## config.mk

```make
export PLATFORM = sky130hd
export DESIGN_NAME = top_mul_acc_pipe
export DESIGN_NICKNAME = d
export VERILOG_FILES = /design/src/rtl/top_mul_acc_pipe.sv
export SDC_FILE = /design/constraint.sdc
export NUM_CORES = 1
export LEC_CHECK = 0
export ABC_AREA = 1
export CORE_ASPECT_RATIO = 0.8
export CORE_MARGIN = 5
export CORE_UTILIZATION = 60
export DETAILED_ROUTE_END_ITERATION = 8
export HOLD_SLACK_MARGIN = 0.02
export PLACE_DENSITY_LB_ADDON = 0.3
export REMOVE_ABC_BUFFERS = 1
export SYNTH_ARGS = -nofsm -noshare
export SYNTH_HDL_FRONTEND = slang
export SYNTH_SLANG_ARGS = --single-unit
```

## constraint.sdc

```tcl
create_clock -name clk -period 4.5 [get_ports clk]
set_input_delay 0.9 -clock clk [delete_from_list [all_inputs] [get_ports clk]]
set_output_delay 0.9 -clock clk [all_outputs]
set_load 0.05 [all_outputs]
```

## src/rtl/top_mul_acc_pipe.sv

```systemverilog
// Pipelined signed x unsigned multiplier with an optional per-sample accumulate mode,
// accumulator clear, and sticky overflow detection with saturate or wrap behaviour.
module top_mul_acc_pipe #(
   parameter int A_WIDTH   = 14,
   parameter int B_WIDTH   = 5,
   parameter int P_WIDTH   = 14,
   parameter int NUM_STAGE = 4,
   parameter int ACC_WIDTH = 24,
   parameter bit SATURATE  = 1'b1
) (
   input  logic                 clk,
   input  logic                 reset,
   input  logic                 ce,
   input  logic                 in_valid,
   input  logic [A_WIDTH-1:0]   din0,
   input  logic [B_WIDTH-1:0]   din1,
   input  logic                 mode,
   input  logic                 acc_clr,
   output logic                 out_valid,
   output logic [P_WIDTH-1:0]   dout,
   output logic [ACC_WIDTH-1:0] acc_out,
   output logic                 ovf
);

   localparam int FW = A_WIDTH + B_WIDTH + 1;

   logic signed [A_WIDTH-1:0]   r_a;
   logic        [B_WIDTH-1:0]   r_b;
   logic        [NUM_STAGE-1:1] r_vld;
   logic        [NUM_STAGE-1:1] r_mode;
   logic        [NUM_STAGE-1:1] r_clr;

   logic signed [FW-1:0]        w_prod;
   logic signed [FW-1:0]        w_prod_last;
   logic signed [ACC_WIDTH-1:0] w_prod_ext;
   logic        [ACC_WIDTH:0]   w_sum;
   logic                        w_sum_ovf;
   logic        [ACC_WIDTH-1:0] w_acc_next;

   logic                        r_out_valid;
   logic        [P_WIDTH-1:0]   r_dout;
   logic        [ACC_WIDTH-1:0] r_acc;
   logic                        r_ovf;

   // Stage 1 operand capture and control pipe (valid/mode/clr ride alongside the data).
   always_ff @(posedge clk) begin
      if (!reset) begin
         r_a    <= '0;
         r_b    <= '0;
         r_vld  <= '0;
         r_mode <= '0;
         r_clr  <= '0;
      end else if (ce) begin
         r_a       <= din0;
         r_b       <= din1;
         r_vld[1]  <= in_valid;
         r_mode[1] <= mode;
         r_clr[1]  <= acc_clr;
         for (int k = NUM_STAGE - 1; k >= 2; k--) begin
            r_vld[k]  <= r_vld[k-1];
            r_mode[k] <= r_mode[k-1];
            r_clr[k]  <= r_clr[k-1];
         end
      end
   end

   // Zero-extending din1 by one bit makes it a non-negative signed operand.
   assign w_prod = r_a * $signed({1'b0, r_b});

   generate
      if (NUM_STAGE > 2) begin : g_prod_pipe
         logic signed [FW-1:0] r_prod [2:NUM_STAGE-1];

         // Product carry stages 2..NUM_STAGE-1.
         always_ff @(posedge clk) begin
            if (!reset) begin
               for (int k = 2; k <= NUM_STAGE - 1; k++) begin
                  r_prod[k] <= '0;
               end
            end else if (ce) begin
               r_prod[2] <= w_prod;
               for (int k = 3; k <= NUM_STAGE - 1; k++) begin
                  r_prod[k] <= r_prod[k-1];
               end
            end
         end

         assign w_prod_last = r_prod[NUM_STAGE-1];
      end else begin : g_prod_direct
         assign w_prod_last = w_prod;
      end
   endgenerate

   // Accumulate at ACC_WIDTH+1 bits; differing top two bits mean the signed range was left.
   always_comb begin
      w_prod_ext = ACC_WIDTH'(w_prod_last);
      w_sum      = {r_acc[ACC_WIDTH-1], r_acc} + {w_prod_ext[ACC_WIDTH-1], w_prod_ext};
      w_sum_ovf  = w_sum[ACC_WIDTH] ^ w_sum[ACC_WIDTH-1];
      if (w_sum_ovf && SATURATE) begin
         if (w_sum[ACC_WIDTH]) begin
            w_acc_next = {1'b1, {(ACC_WIDTH-1){1'b0}}};
         end else begin
            w_acc_next = {1'b0, {(ACC_WIDTH-1){1'b1}}};
         end
      end else begin
         w_acc_next = w_sum[ACC_WIDTH-1:0];
      end
   end

   // Output stage: truncated product, accumulator load/accumulate and sticky overflow.
   always_ff @(posedge clk) begin
      if (!reset) begin
         r_out_valid <= 1'b0;
         r_dout      <= '0;
         r_acc       <= '0;
         r_ovf       <= 1'b0;
      end else if (ce) begin
         r_out_valid <= r_vld[NUM_STAGE-1];
         if (r_vld[NUM_STAGE-1]) begin
            r_dout <= w_prod_last[P_WIDTH-1:0];
            if (r_mode[NUM_STAGE-1]) begin
               if (r_clr[NUM_STAGE-1]) begin
                  r_acc <= w_prod_ext;
                  r_ovf <= 1'b0;
               end else begin
                  r_acc <= w_acc_next;
                  r_ovf <= r_ovf | w_sum_ovf;
               end
            end
         end
      end
   end

   assign out_valid = r_out_valid;
   assign dout      = r_dout;
   assign acc_out   = r_acc;
   assign ovf       = r_ovf;

endmodule

```

-- Yosys cells after proc, flatten, opt, wreduce, memory -nomap -nowiden
Memory sizes are Yosys's and may differ from the RTL's.
Index checks and enable logic that the tools add are counted.
- register bits: 68
- RAM bits: 40
- memories: 1
- add/sub/neg operators: 1
- $mul: 1
- muxes and demuxes: 10
- bitwise logic cells: 4
- reduce and logical (&&, ||, !) cells: 2
- memories (name ; depth ; bits a word ; rd ports ; clocked after memory_dff ; write ports ; RTL line ; text):
    g_prod_pipe.r_prod ; 2 ; 20 ; 2 ; 0 ; 2 ; 72 ; logic signed [FW-1:0] r_prod [2:NUM_STAGE-1];
- operators by type and width (cell ; number):
    two-way mux 24 bit ; 3
    two-way mux 20 bit ; 2
    adder 24 x 20 -> 25 bit ; 1
    multiplier 14 x 6 -> 20 bit ; 1
    two-way mux 1 bit ; 5
    OR 1 bit ; 3
    AND reduction 3 bit ; 1
    AND reduction 2 bit ; 1
    XOR 1 bit ; 1

-- Depth between registers and ports, before layout
- depth in word-level cells: 4
- depth in mapped cells: 21

-- Least setup slack after synthesis
OpenSTA, ideal clock, no wires.
- path kind: register to register
- start: register r_b[1]
- end: register, netlist name g_prod_pipe.r_prod[1][15]
- library setup time: 253 ps
- arrival time: 3735 ps
- required time: 4247 ps
- setup slack: 512 ps
- cell stages (with the launch flop): 20
- buffers on the path: 1
- clock period less this slack: 3988 ps
- cell sequence: dfxtp_1 > clkbuf_1 > nand2_1 > inv_1 > fa_1 > fa_1 > inv_1 > fa_1 > inv_1 > ha_1 > inv_1 > o21ai_0 > a21oi_1 > o21a_1 > o21ai_0 > nand2_1 > nand2_1 > nand2_1 > nand2_1 > nor2_1
- RTL lines (item ; RTL line ; text):
    start: declaration ; 28 ; logic [B_WIDTH-1:0] r_b;
    start signal: assignment ; 55 ; r_b <= din1;

==> implementation parameters <==
Parameter                              Value

STA
  Slew at the pin closest to its max-slew limit ... 1.046 ns
  Fmax ... 237.9 MHz
  Total of endpoints with negative setup slack in the final report ... 0
  Shortest period the worst path allows ... 4.203 ns
  Tcrit/Tclk final ... 93.40%
  Final hold vios ... 0
  Pins Over Slew Limit ... 0
  Final-layout setup total negative slack ... 0 ns
  Worst slew margin relative to its limit ... 29.83%
  Setup skew after layout ... 0.01172 ns
  Setup repair after global routing missed its margin ... false

Worst hold path
  Hold Crit Endpoint ... ovf$_SDFFE_PN0P_
  Hold path startpoint ... ovf$_SDFFE_PN0P_
  Number of cells traversed by the worst hold path ... 2
  Tightest Hold Check Type ... flop to flop

GRT
  Antenna violations before repair ... 0
  Overall overflow remaining after global route ... 0
  Overall Global Routing Usage ... 25.44%
  First-pass GRT wire length ... 33010 microns
  Vias in the first global route ... 6880
  Largest net degree at the start of global routing ... 41

Synthesis
  Sequential cell area fraction in the yosys report ... 31.05%
  Number of enable-type register cells in the synthesized netlist ... 40
  Most instantiated library cell after synthesis ... nand2_1
  Fraction of post-synthesis cell area in the top cell type by area ... 16.50%
  Ys async rst share ... 0%
  Gate Count Post-Synth ... 1163
  Leading post-synthesis cells by cell area ... dfxtp_1 16%, edfxtp_1 15%, nand2_1 14%
  Cell accounting for the most synthesized area ... dfxtp_1
  Most frequent cells after synthesis ... 315 x nand2_1, 247 x inv_1, 117 x nor2_1
  Number of synthesized register bits ... 108
  Total standard cell area after synthesis ... 8252 sq um
  Avg Inst Size Synth ... 7.095 sq um
  Dominant synthesized flop cell ... dfxtp_1
  Total number of yosys warnings ... 0
  Distinct cell type count of the synthesized netlist ... 33

Clock network
  Clock tree from TritonCTS ... done
  Cts-stage hold buffer count ... 0
  CTS Root Buffer Type ... clkbuf_16
  Clock tree sinks ... 108
  Deepest level of the CTS H-tree ... 3
  Clock latency of the later-clocked register in the worst-skew pair ... 0.37 ns
  Clock-pin slew reported for the worst setup and hold paths after clock tree synthesis ... 0.08 ns
  Number of buffers added for setup after CTS ... 0
  Max Root-Sink Buffers ... 2
  Clock buffers created by TritonCTS ... 9

Power and ir drop
  Lkg Pwr ... 4.934 nW
  Peak VDD IR ... 0.2733 mV
  Power density over the cells ... 230.9 nW/um^2

Place
  Post-placement cell area ... 9041 sq um
  Routability congestion estimate ... 0.9260
  Count of buffers inserted at the top-level ports ... 64
  HPWL after detailed placement ... 15100 microns

Die
  Effective utilization at floorplan ... 61.11%
  Full die area ... 16210 sq um
  Horizontal die dimension ... 141.1 microns
  Area of the placeable core ... 13500 sq um
  Die outline height ... 114.9 microns
  Core Rows ... 38
  Total I/O pin count ... 65

Critical path
  Type of the worst setup path ... flop to flop
  Critical path fanouts, max ... 15
  Worst-case register-to-register setup slack ... 0.30 ns
  Critical path endpoint category ... flop
  Cell depth of the worst flop-to-flop path ... 15
  Cell at the slowest stage of the critical path ... fa_1
  Ordered list of cells on the worst path ... nand2_1 -> inv_1 -> fa_1 -> fa_1 -> inv_1 -> fa_1 -> inv_1 -> ha_1 -> a21oi_1 -> o21ai_1 -> a21oi_1 -> o21a_1 -> o21ai_0 -> o21ai_0 -> a21oi_1
  FF-to-FF End ... g_prod_pipe.r_prod[1][19]$_SDFFCE_PN0P_
  Largest stage delay on the critical path ... 0.54 ns
  Critical path launch point type ... flop
  Arrival time of the worst setup path ... 4.31 ns
  Worst R2R Start ... r_b[1]$_SDFFE_PN0P_
  Required time of the critical path ... 4.61 ns

Layout
  Net count reported at finish ... 1344
  Area overhead of the layout relative to synthesis ... 13.07%
  Area of all placed cells without fillers ... 9330 sq um
  Final-layout fill cell count ... 1159
  Fraction of layout instances using a drive strength above 1 ... 2.707%
  Number of antenna repair diodes ... 0

Detailed routing
  Final Routed Wirelength ... 19700 microns
  Routed wirelength normalized by instance count ... 14.08 microns
  Detailed-route via count ... 7254
  # DRC ... 0
  Antenna violation net count after detailed routing ... 0
  Detailed-routing iteration count for the pre-antenna-repair pass ... 5
  Vias per cell ... 5.185
  Number of DRC markers after the initial detailed-route iteration ... 620

Outcome
  Run status ... finished, final reports clean

Run
  Reported max-cap violation count ... 0
## registers in the layout, summed over array words and instances (netlist names)
| name | cells |
|---|---|
| g_prod_pipe.r_prod | 40 |
| acc_out | 24 |
| dout | 14 |
| r_a | 14 |
| r_b | 5 |
| r_clr | 3 |
| r_mode | 3 |
| r_vld | 3 |
| out_valid | 1 |
| ovf | 1 |
## worst max path at each step
stage	startpoint	end	slack [ns]	cells past startpoint
global placement	r_b[1]$_SDFFE_PN0P_	g_prod_pipe.r_prod[1][15]$_SDFFCE_PN0P_	0.24	18
finish	r_b[1]$_SDFFE_PN0P_	g_prod_pipe.r_prod[1][19]$_SDFFCE_PN0P_	0.30	15
global route	r_b[0]$_SDFFE_PN0P_	g_prod_pipe.r_prod[1][19]$_SDFFCE_PN0P_	0.03	14
floorplan	r_b[1]$_SDFFE_PN0P_	g_prod_pipe.r_prod[1][15]$_SDFFCE_PN0P_	0.62	18
CTS	r_b[1]$_SDFFE_PN0P_	g_prod_pipe.r_prod[1][15]$_SDFFCE_PN0P_	0.04	18
detailed placement	r_b[1]$_SDFFE_PN0P_	g_prod_pipe.r_prod[1][15]$_SDFFCE_PN0P_	0.07	18
## cells in the final DEF (no fill, tap or decap), types with 2 or more instances in the layout
| master | n |
|---|---|
| clkinv_1 | 3 |
| o21bai_1 | 2 |
| edfxtp_1 | 40 |
| clkbuf_16 | 9 |
| o21ai_0 | 61 |
| inv_4 | 2 |
| nor2_1 | 117 |
| o21ai_1 | 3 |
| nand4_1 | 14 |
| clkdlybuf4s50_1 | 64 |
| nand3_1 | 24 |
| nand2_1 | 315 |
| buf_4 | 6 |
| dfxtp_2 | 4 |
| inv_1 | 247 |
| o21a_1 | 4 |
| xor2_1 | 12 |
| nand3b_1 | 2 |
| a21o_1 | 3 |
| dfxtp_1 | 64 |
| clkinv_2 | 2 |
| xnor2_1 | 7 |
| fa_1 | 44 |
| ha_1 | 61 |
| o22ai_1 | 7 |
| nor3_1 | 5 |
| a21oi_1 | 85 |
## routing by layer
metal | vias up | global-route usage (%) | share of wire, %
met1 | 3321 | 37.57 | 49
met3 | 23 | 4.615 | 7.0
met4 | 0 | 6.649 | 1.7
li1 | 3678 | - | -
met2 | 232 | 38.81 | 43
met5 | - | 0 | 0
## stage by stage
stage | utilization, % | setup WS [ns] | hold WS [ns] | cells | total power, mW
CTS | 69.06 | 0.04195 | 0.4750 | 1399 | 2.165
global route | 69.10 | 0.02697 | 0.5002 | 1399 | 2.250
finish | 69.10 | 0.2969 | 0.4704 | 1399 | 2.154
detailed placement | 66.96 | 0.06786 | 0.4589 | 1383 | 1.382
floorplan | - | 0.6247 | 0.4433 | 1132 | 1.283
global placement | 66.96 | 0.2407 | 0.4547 | 1383 | 1.373
## power by group
| group | leakage [nW] | switching (mW) | internal, mW |
|---|---|---|---|
| clock network | 0.145 | 0.406 | 0.386 |
| logic | 3.79 | 0.170 | 0.103 |
| registers | 0.998 | 0.0397 | 1.05 |
## cell type report
type | instances | area, sq um | area share (%)
Clock buffer | 9 | 225.2 | 2.414
Clock inverter | 7 | 58.81 | 0.6303
Inverter | 250 | 938.4 | 10.06
Multi-Input combinational cell | 774 | 4609 | 49.40
Sequential cell | 108 | 2567 | 27.52
Tap cell | 180 | 225.2 | 2.414
Timing Repair Buffer | 71 | 705.7 | 7.563
## timing repair
action / CTS / global route
endpoints found under the hold margin: 0 / 0
endpoints found under the setup margin: 0 / 6
gates resized for setup: 0 / 6
## critical path: cells and delay by family (launching register included)
kind / cells / cell delay [ns]
AND/OR/NAND/NOR: 1 / 0.08
buffers and inverters: 3 / 0.19
AO/OA/AOI/OAI: 7 / 1.36
adder cells (fa/ha/maj): 4 / 1.79
flip-flops: 1 / 0.51
## kinds of logic (layout without fill, tap and decap cells)
family                   Yosys count  count (layout)  synth area share, %
adder cells (fa/ha/maj)          105             105                19.92
buffers and inverters            281             337                13.09
flip-flops                       108             108                31.05
AO/OA/AOI/OAI                    170             170                10.99
AND/OR/NAND/NOR                  480             480                22.93
XOR/XNOR                          19              19                2.017
Note: power is estimated with default switching activity, not from simulation.
